`config.mk`:
```
export PLATFORM = sky130hd
export DESIGN_NAME = input_conditioner
export DESIGN_NICKNAME = d
export VERILOG_FILES = /design/src/rtl/input_conditioner.sv
export SDC_FILE = /design/constraint.sdc
export NUM_CORES = 1
export LEC_CHECK = 0
export ABC_AREA = 0
export BUFFER_PORTS_ARGS = -buffer_cell sky130_fd_sc_hd__buf_4
export CAP_MARGIN = 15
export CORE_MARGIN = 2
export CORE_UTILIZATION = 38
export CTS_BUF_LIST = sky130_fd_sc_hd__clkbuf_8
export CTS_CLUSTER_SIZE = 40
export DETAILED_ROUTE_END_ITERATION = 8
export RECOVER_POWER = 50
export SKIP_LAST_GASP = 1
export SLEW_MARGIN = 5
export SYNTH_ARGS = -nofsm -noshare
export SYNTH_HDL_FRONTEND = slang
export SYNTH_SLANG_ARGS = --single-unit
```
`constraint.sdc`:
```
create_clock -name clk -period 3.04 [get_ports clk]
set_input_delay 0.608 -clock clk [delete_from_list [all_inputs] [get_ports clk]]
set_output_delay 0.608 -clock clk [all_outputs]
set_load 0.005 [all_outputs]
```
`src/rtl/input_conditioner.sv`:
```
// Multi-channel button conditioner: synchronise, debounce, and decode each pin into
// a clean level plus single-cycle press/release/long-press/auto-repeat events.
module input_conditioner #(
  parameter int              N_CH          = 3,
  parameter int              DB_CYCLES     = 500000,
  parameter int              HOLD_CYCLES   = 50000000,
  parameter int              REPEAT_CYCLES = 10000000,
  parameter logic [N_CH-1:0] ACTIVE_LOW    = '0
) (
  input  logic            clk,
  input  logic            rst,
  input  logic [N_CH-1:0] i_noisy,
  input  logic [N_CH-1:0] i_repeat_en,
  output logic [N_CH-1:0] o_clean,
  output logic [N_CH-1:0] o_press,
  output logic [N_CH-1:0] o_release,
  output logic [N_CH-1:0] o_long_press,
  output logic [N_CH-1:0] o_repeat,
  output logic            o_any_press
);

  localparam int DBW = $clog2(DB_CYCLES);
  localparam int HW  = (HOLD_CYCLES > 1) ? $clog2(HOLD_CYCLES) : 1;
  localparam int RW  = (REPEAT_CYCLES > 1) ? $clog2(REPEAT_CYCLES) : 1;

  localparam logic [DBW-1:0] DB_LAST   = DBW'(DB_CYCLES - 1);
  localparam logic [HW-1:0]  HOLD_LAST = HW'(HOLD_CYCLES - 1);
  localparam logic [RW-1:0]  REP_LAST  = RW'(REPEAT_CYCLES - 1);

  typedef enum logic [1:0] {
    ST_IDLE,
    ST_HELD,
    ST_REPEAT
  } state_t;

  logic [N_CH-1:0] w_press_next;
  logic            r_any_press;

  genvar g;
  generate
    for (g = 0; g < N_CH; g++) begin : g_ch
      logic           r_s1;
      logic           r_s2;
      logic           r_clean;
      logic [DBW-1:0] r_db_cnt;
      logic           r_press;
      logic           r_release;
      logic           r_long;
      logic           r_rep;
      state_t         r_state;
      logic [HW-1:0]  r_hold_cnt;
      logic [RW-1:0]  r_rep_cnt;

      logic           w_clean_next;
      logic [DBW-1:0] w_db_cnt_next;
      logic           w_rise;
      logic           w_fall;
      state_t         w_state_next;
      logic [HW-1:0]  w_hold_cnt_next;
      logic [RW-1:0]  w_rep_cnt_next;
      logic           w_long_next;
      logic           w_rep_next;

      // Debounce: any sample matching the current clean level restarts the count.
      always_comb begin
        w_clean_next  = r_clean;
        w_db_cnt_next = '0;
        if (r_s2 != r_clean) begin
          if (r_db_cnt == DB_LAST) begin
            w_clean_next = r_s2;
          end else begin
            w_db_cnt_next = r_db_cnt + 1'b1;
          end
        end
      end

      assign w_rise          = !r_clean && w_clean_next;
      assign w_fall          = r_clean && !w_clean_next;
      assign w_press_next[g] = w_rise;

      // Hold FSM follows the next clean level, so a release on a terminal cycle wins.
      always_comb begin
        w_state_next    = r_state;
        w_hold_cnt_next = r_hold_cnt;
        w_rep_cnt_next  = r_rep_cnt;
        w_long_next     = 1'b0;
        w_rep_next      = 1'b0;
        if (w_fall) begin
          w_state_next    = ST_IDLE;
          w_hold_cnt_next = '0;
          w_rep_cnt_next  = '0;
        end else begin
          case (r_state)
            ST_IDLE: begin
              if (w_rise) begin
                w_state_next    = ST_HELD;
                w_hold_cnt_next = '0;
              end
            end
            ST_HELD: begin
              if (r_hold_cnt == HOLD_LAST) begin
                w_long_next    = 1'b1;
                w_state_next   = ST_REPEAT;
                w_rep_cnt_next = '0;
              end else begin
                w_hold_cnt_next = r_hold_cnt + 1'b1;
              end
            end
            ST_REPEAT: begin
              if (r_rep_cnt == REP_LAST) begin
                w_rep_cnt_next = '0;
                w_rep_next     = i_repeat_en[g];
              end else begin
                w_rep_cnt_next = r_rep_cnt + 1'b1;
              end
            end
            default: begin
              w_state_next    = ST_IDLE;
              w_hold_cnt_next = '0;
              w_rep_cnt_next  = '0;
            end
          endcase
        end
      end

      always_ff @(posedge clk) begin
        if (rst) begin
          r_s1       <= 1'b0;
          r_s2       <= 1'b0;
          r_clean    <= 1'b0;
          r_db_cnt   <= '0;
          r_press    <= 1'b0;
          r_release  <= 1'b0;
          r_long     <= 1'b0;
          r_rep      <= 1'b0;
          r_state    <= ST_IDLE;
          r_hold_cnt <= '0;
          r_rep_cnt  <= '0;
        end else begin
          r_s1       <= i_noisy[g] ^ ACTIVE_LOW[g];
          r_s2       <= r_s1;
          r_clean    <= w_clean_next;
          r_db_cnt   <= w_db_cnt_next;
          r_press    <= w_rise;
          r_release  <= w_fall;
          r_long     <= w_long_next;
          r_rep      <= w_rep_next;
          r_state    <= w_state_next;
          r_hold_cnt <= w_hold_cnt_next;
          r_rep_cnt  <= w_rep_cnt_next;
        end
      end

      assign o_clean[g]      = r_clean;
      assign o_press[g]      = r_press;
      assign o_release[g]    = r_release;
      assign o_long_press[g] = r_long;
      assign o_repeat[g]     = r_rep;
    end
  endgenerate

  always_ff @(posedge clk) begin
    if (rst) begin
      r_any_press <= 1'b0;
    end else begin
      r_any_press <= |w_press_next;
    end
  end

  assign o_any_press = r_any_press;

endmodule
```
==> qor.txt <==
# H-tree levels - 2
EDFF count, synth - 0
Final setup fails - 0
Core footprint - 31600 µm²
Arrival time worst endpoint - 3020 ps
Post-Syn Area - 12200 µm²
Worst-path clk slew - 60 ps
# DRC - 0
Worst Path Required - 3480 ps
Crit Path Max Fanout - 18
Library cells used by synthesis - 79
Final Hold Fails - 0
Initial Util - 0.386
Worst Tran Pin Value - 1340 ps
Vias in the first global route - 10.5k
DIE HEIGHT - 183 µm
Ratio of cells with drive above 1 in the final layout - 0.109
Port Buffer Count - 23
DIE WIDTH - 183 µm
Routability Congestion - 0.825
CTS tree - done
Clock latency on the worst-skew pair - 560 ps
Syn-to-layout area delta - 10.4%
Number of max-cap violations - 0
Max-slew headroom - 0.105
First-pass GRT wire length - 50300 µm
Setup TNS - 0 ps
Part of the Yosys area used for sequential elements - 0.386
Root Driver - clkbuf_8
Finished Cell Area - 13500 µm²
Fin. max-slew vios - 0
Synth Register Bits - 235
Initial antenna violation count - 0
Synth Flop Type - dfxtp_1
GR Overflow Total - 0
Min-Delay Path Class - in -> reg
Placed cell area - 12600 µm²
Hpwl dp - 19400 µm
Clock period minus worst slack - 2570 ps
GRT Resource Usage Total - 0.174
Ant. Diodes - 0
Cells resized by post-CTS repair - 0
Unrepaired setup endpoints after global routing - no
Final Skew - 30.3 ps
TritonCTS buffer count - 45
FFs w/ async S/R, synth - 0
Pre-antenna DRT Iters - 5
Tcrit/Tclk final - 0.847
Cell Pwr Density - 461 nW/µm²
Hold_sp - i_noisy[0]
Final wirelength - 29600 µm
Launch point of the worst reg-to-reg path - g_ch[2].r_db_cnt[14]$_SDFF_PP0_
Crit. Startpoint - g_ch[2].r_db_cnt[14]$_SDFF_PP0_
Post-CTS Setup Bufs - 0
Cells after synthesis - 1473
Peak VDD IR - 0.325 mV
I/O pin cnt - 24
Die area - 33500 µm²
Vias - 11.2k
First DRT Iteration DRCs - 764
Ys Warns - 0
Final Net Count - 1498
Row count - 65
Static Leak - 0.00416 µW
Clock buffer depth - 3
Critical path type - reg -> reg
Syn Area/Cell - 8.27 µm²
Max Clk Rate - 0.389 GHz
Crit start category - flip-flop
Average vias per placed instance - 5.87
Net Count, Synth - 1490
Routed Antenna Nets - 0
Clock sinks - 235
Largest net degree at the start of global routing - 37
Routed len/inst - 15.4 µm
Post-CTS Hold Fix Bufs - 0
Status - finished clean
Crit path capture type - flip-flop
[synth_stat cells, types with 15 or more instances]
| cell | number | area, µm² |
|---|---|---|
| xor2_1 | 16 | 140 |
| xnor2_1 | 40 | 350 |
| a21oi_1 | 85 | 425 |
| nor4_1 | 29 | 181 |
| nand2_1 | 127 | 477 |
| a41oi_1 | 23 | 201 |
| nor2_1 | 127 | 477 |
| buf_2 | 22 | 110 |
| nand3_1 | 93 | 465 |
| and4_1 | 25 | 219 |
| inv_1 | 26 | 97.6 |
| nand2b_1 | 18 | 113 |
| clkbuf_1 | 48 | 180 |
| and3_1 | 33 | 206 |
| or3_1 | 23 | 144 |
| nor2b_1 | 15 | 93.8 |
| buf_4 | 16 | 120 |
| a211oi_1 | 16 | 120 |
| nand4_1 | 52 | 325 |
| nor3_1 | 45 | 225 |
| a311oi_1 | 26 | 228 |
| dfxtp_1 | 235 | 4700 |
| a31oi_1 | 77 | 482 |
| o21ai_0 | 45 | 225 |
[layout make-up]
class | instances | area, µm²
inverter | 26 | 97.6
timing repair buffer | 52 | 373
fill | 3152 | 18100
clock inverter | 24 | 105
tap | 402 | 503
clock buffer | 55 | 757
multi-input combinational | 1121 | 6910
sequential | 235 | 4700
[flip-flops by register name, indices dropped and copies added, names as in the netlist]
register	flops
g_ch.r_clean	3
g_ch.r_db_cnt	57
g_ch.r_hold_cnt	78
g_ch.r_long	3
g_ch.r_press	3
g_ch.r_release	3
g_ch.r_rep	3
g_ch.r_rep_cnt	72
g_ch.r_s1	3
g_ch.r_s2	3
g_ch.r_state	6
o_any_press	1
[report_power, final]
| part | internal (µW) | leakage, µW | switching [µW] |
|---|---|---|---|
| logic | 20.5 | 0.00176 | 70.9 |
| registers | 3090 | 0.00189 | 3.01 |
| clock network | 1630 | 0.000505 | 1390 |
[worst max-delay path: stages, from the launching register on]
cell and delay [ps]:
dfxtp_1 330, or4b_1 540, and2b_1 310, a31o_2 240, clkbuf_1 660, nor4_1 130
a211o_1 250
[logic make-up (layout without fill, tap and decap cells)]
group,count (synthesis),count (layout),synth area share
muxes,9,9,0.00740
buffers and inverters,117,157,0.0451
and+or+nand+nor,690,690,0.315
adders and majority gates,9,9,0.00925
xor gates and xnor gates,56,56,0.0403
AOI/OAI and AO/OA,357,357,0.197
DFF,235,235,0.386
[path summary, 6_finish.rpt]
path,to,slack [ps],cells past startpoint
setup / recovery,g_ch[2].r_rep_cnt[18]$_SDFFE_PP0P_,470,6
hold / removal,g_ch[0].r_s1$_SDFF_PP0_,270,2
setup reg to reg,g_ch[2].r_rep_cnt[18]$_SDFFE_PP0P_,470,6
hold reg to reg,g_ch[1].r_s2$_SDFF_PP0_,440,1
[metal layers]
layer	vias to the layer above	global-route usage	wire length [µm]	share of wire
li1	5599	-	-	-
met1	5361	0.234	14200	0.48
met2	211	0.287	13500	0.45
met3	66	0.0262	1110	0.038
met4	0	0.0602	801	0.027
met5	-	0	0	0
[placed cells by master (no fill, tap or decap), types with 10 or more instances in the layout]
cell | Yosys | layout
a211oi_1 | 16 | 16
a21oi_1 | 85 | 85
a311oi_1 | 26 | 26
a31oi_1 | 77 | 78
a41oi_1 | 23 | 23
and2_1 | 14 | 12
and3_1 | 33 | 33
and4_1 | 25 | 25
buf_4 | 16 | 31
clkbuf_4 | 0 | 16
clkbuf_8 | 0 | 55
dfxtp_1 | 235 | 235
inv_1 | 26 | 40
nand2_1 | 127 | 127
nand2b_1 | 18 | 18
nand3_1 | 93 | 93
nand3b_1 | 14 | 14
nand4_1 | 52 | 52
nor2_1 | 127 | 128
nor2b_1 | 15 | 15
nor3_1 | 45 | 45
nor4_1 | 29 | 30
o211ai_1 | 13 | 13
o21ai_0 | 45 | 45
o21ai_1 | 10 | 10
or3_1 | 23 | 23
or4_1 | 14 | 14
xnor2_1 | 40 | 40
xor2_1 | 16 | 16
[metrics by stage]
step | hold slack (ps) | instances | setup slack (ps) | power (µW) | util
2_1_floorplan | 413 | 1473 | 1040 | 3210 | -
3_3_place_gp | 429 | 1835 | 631 | 3250 | 0.400
3_5_place_dp | 438 | 1836 | 567 | 3250 | 0.400
4_1_cts | 250 | 1915 | 540 | 6290 | 0.428
5_1_grt | 263 | 1915 | 198 | 6420 | 0.426
6_report | 271 | 1915 | 466 | 6190 | 0.426
(Power assumes the default switching activity.)
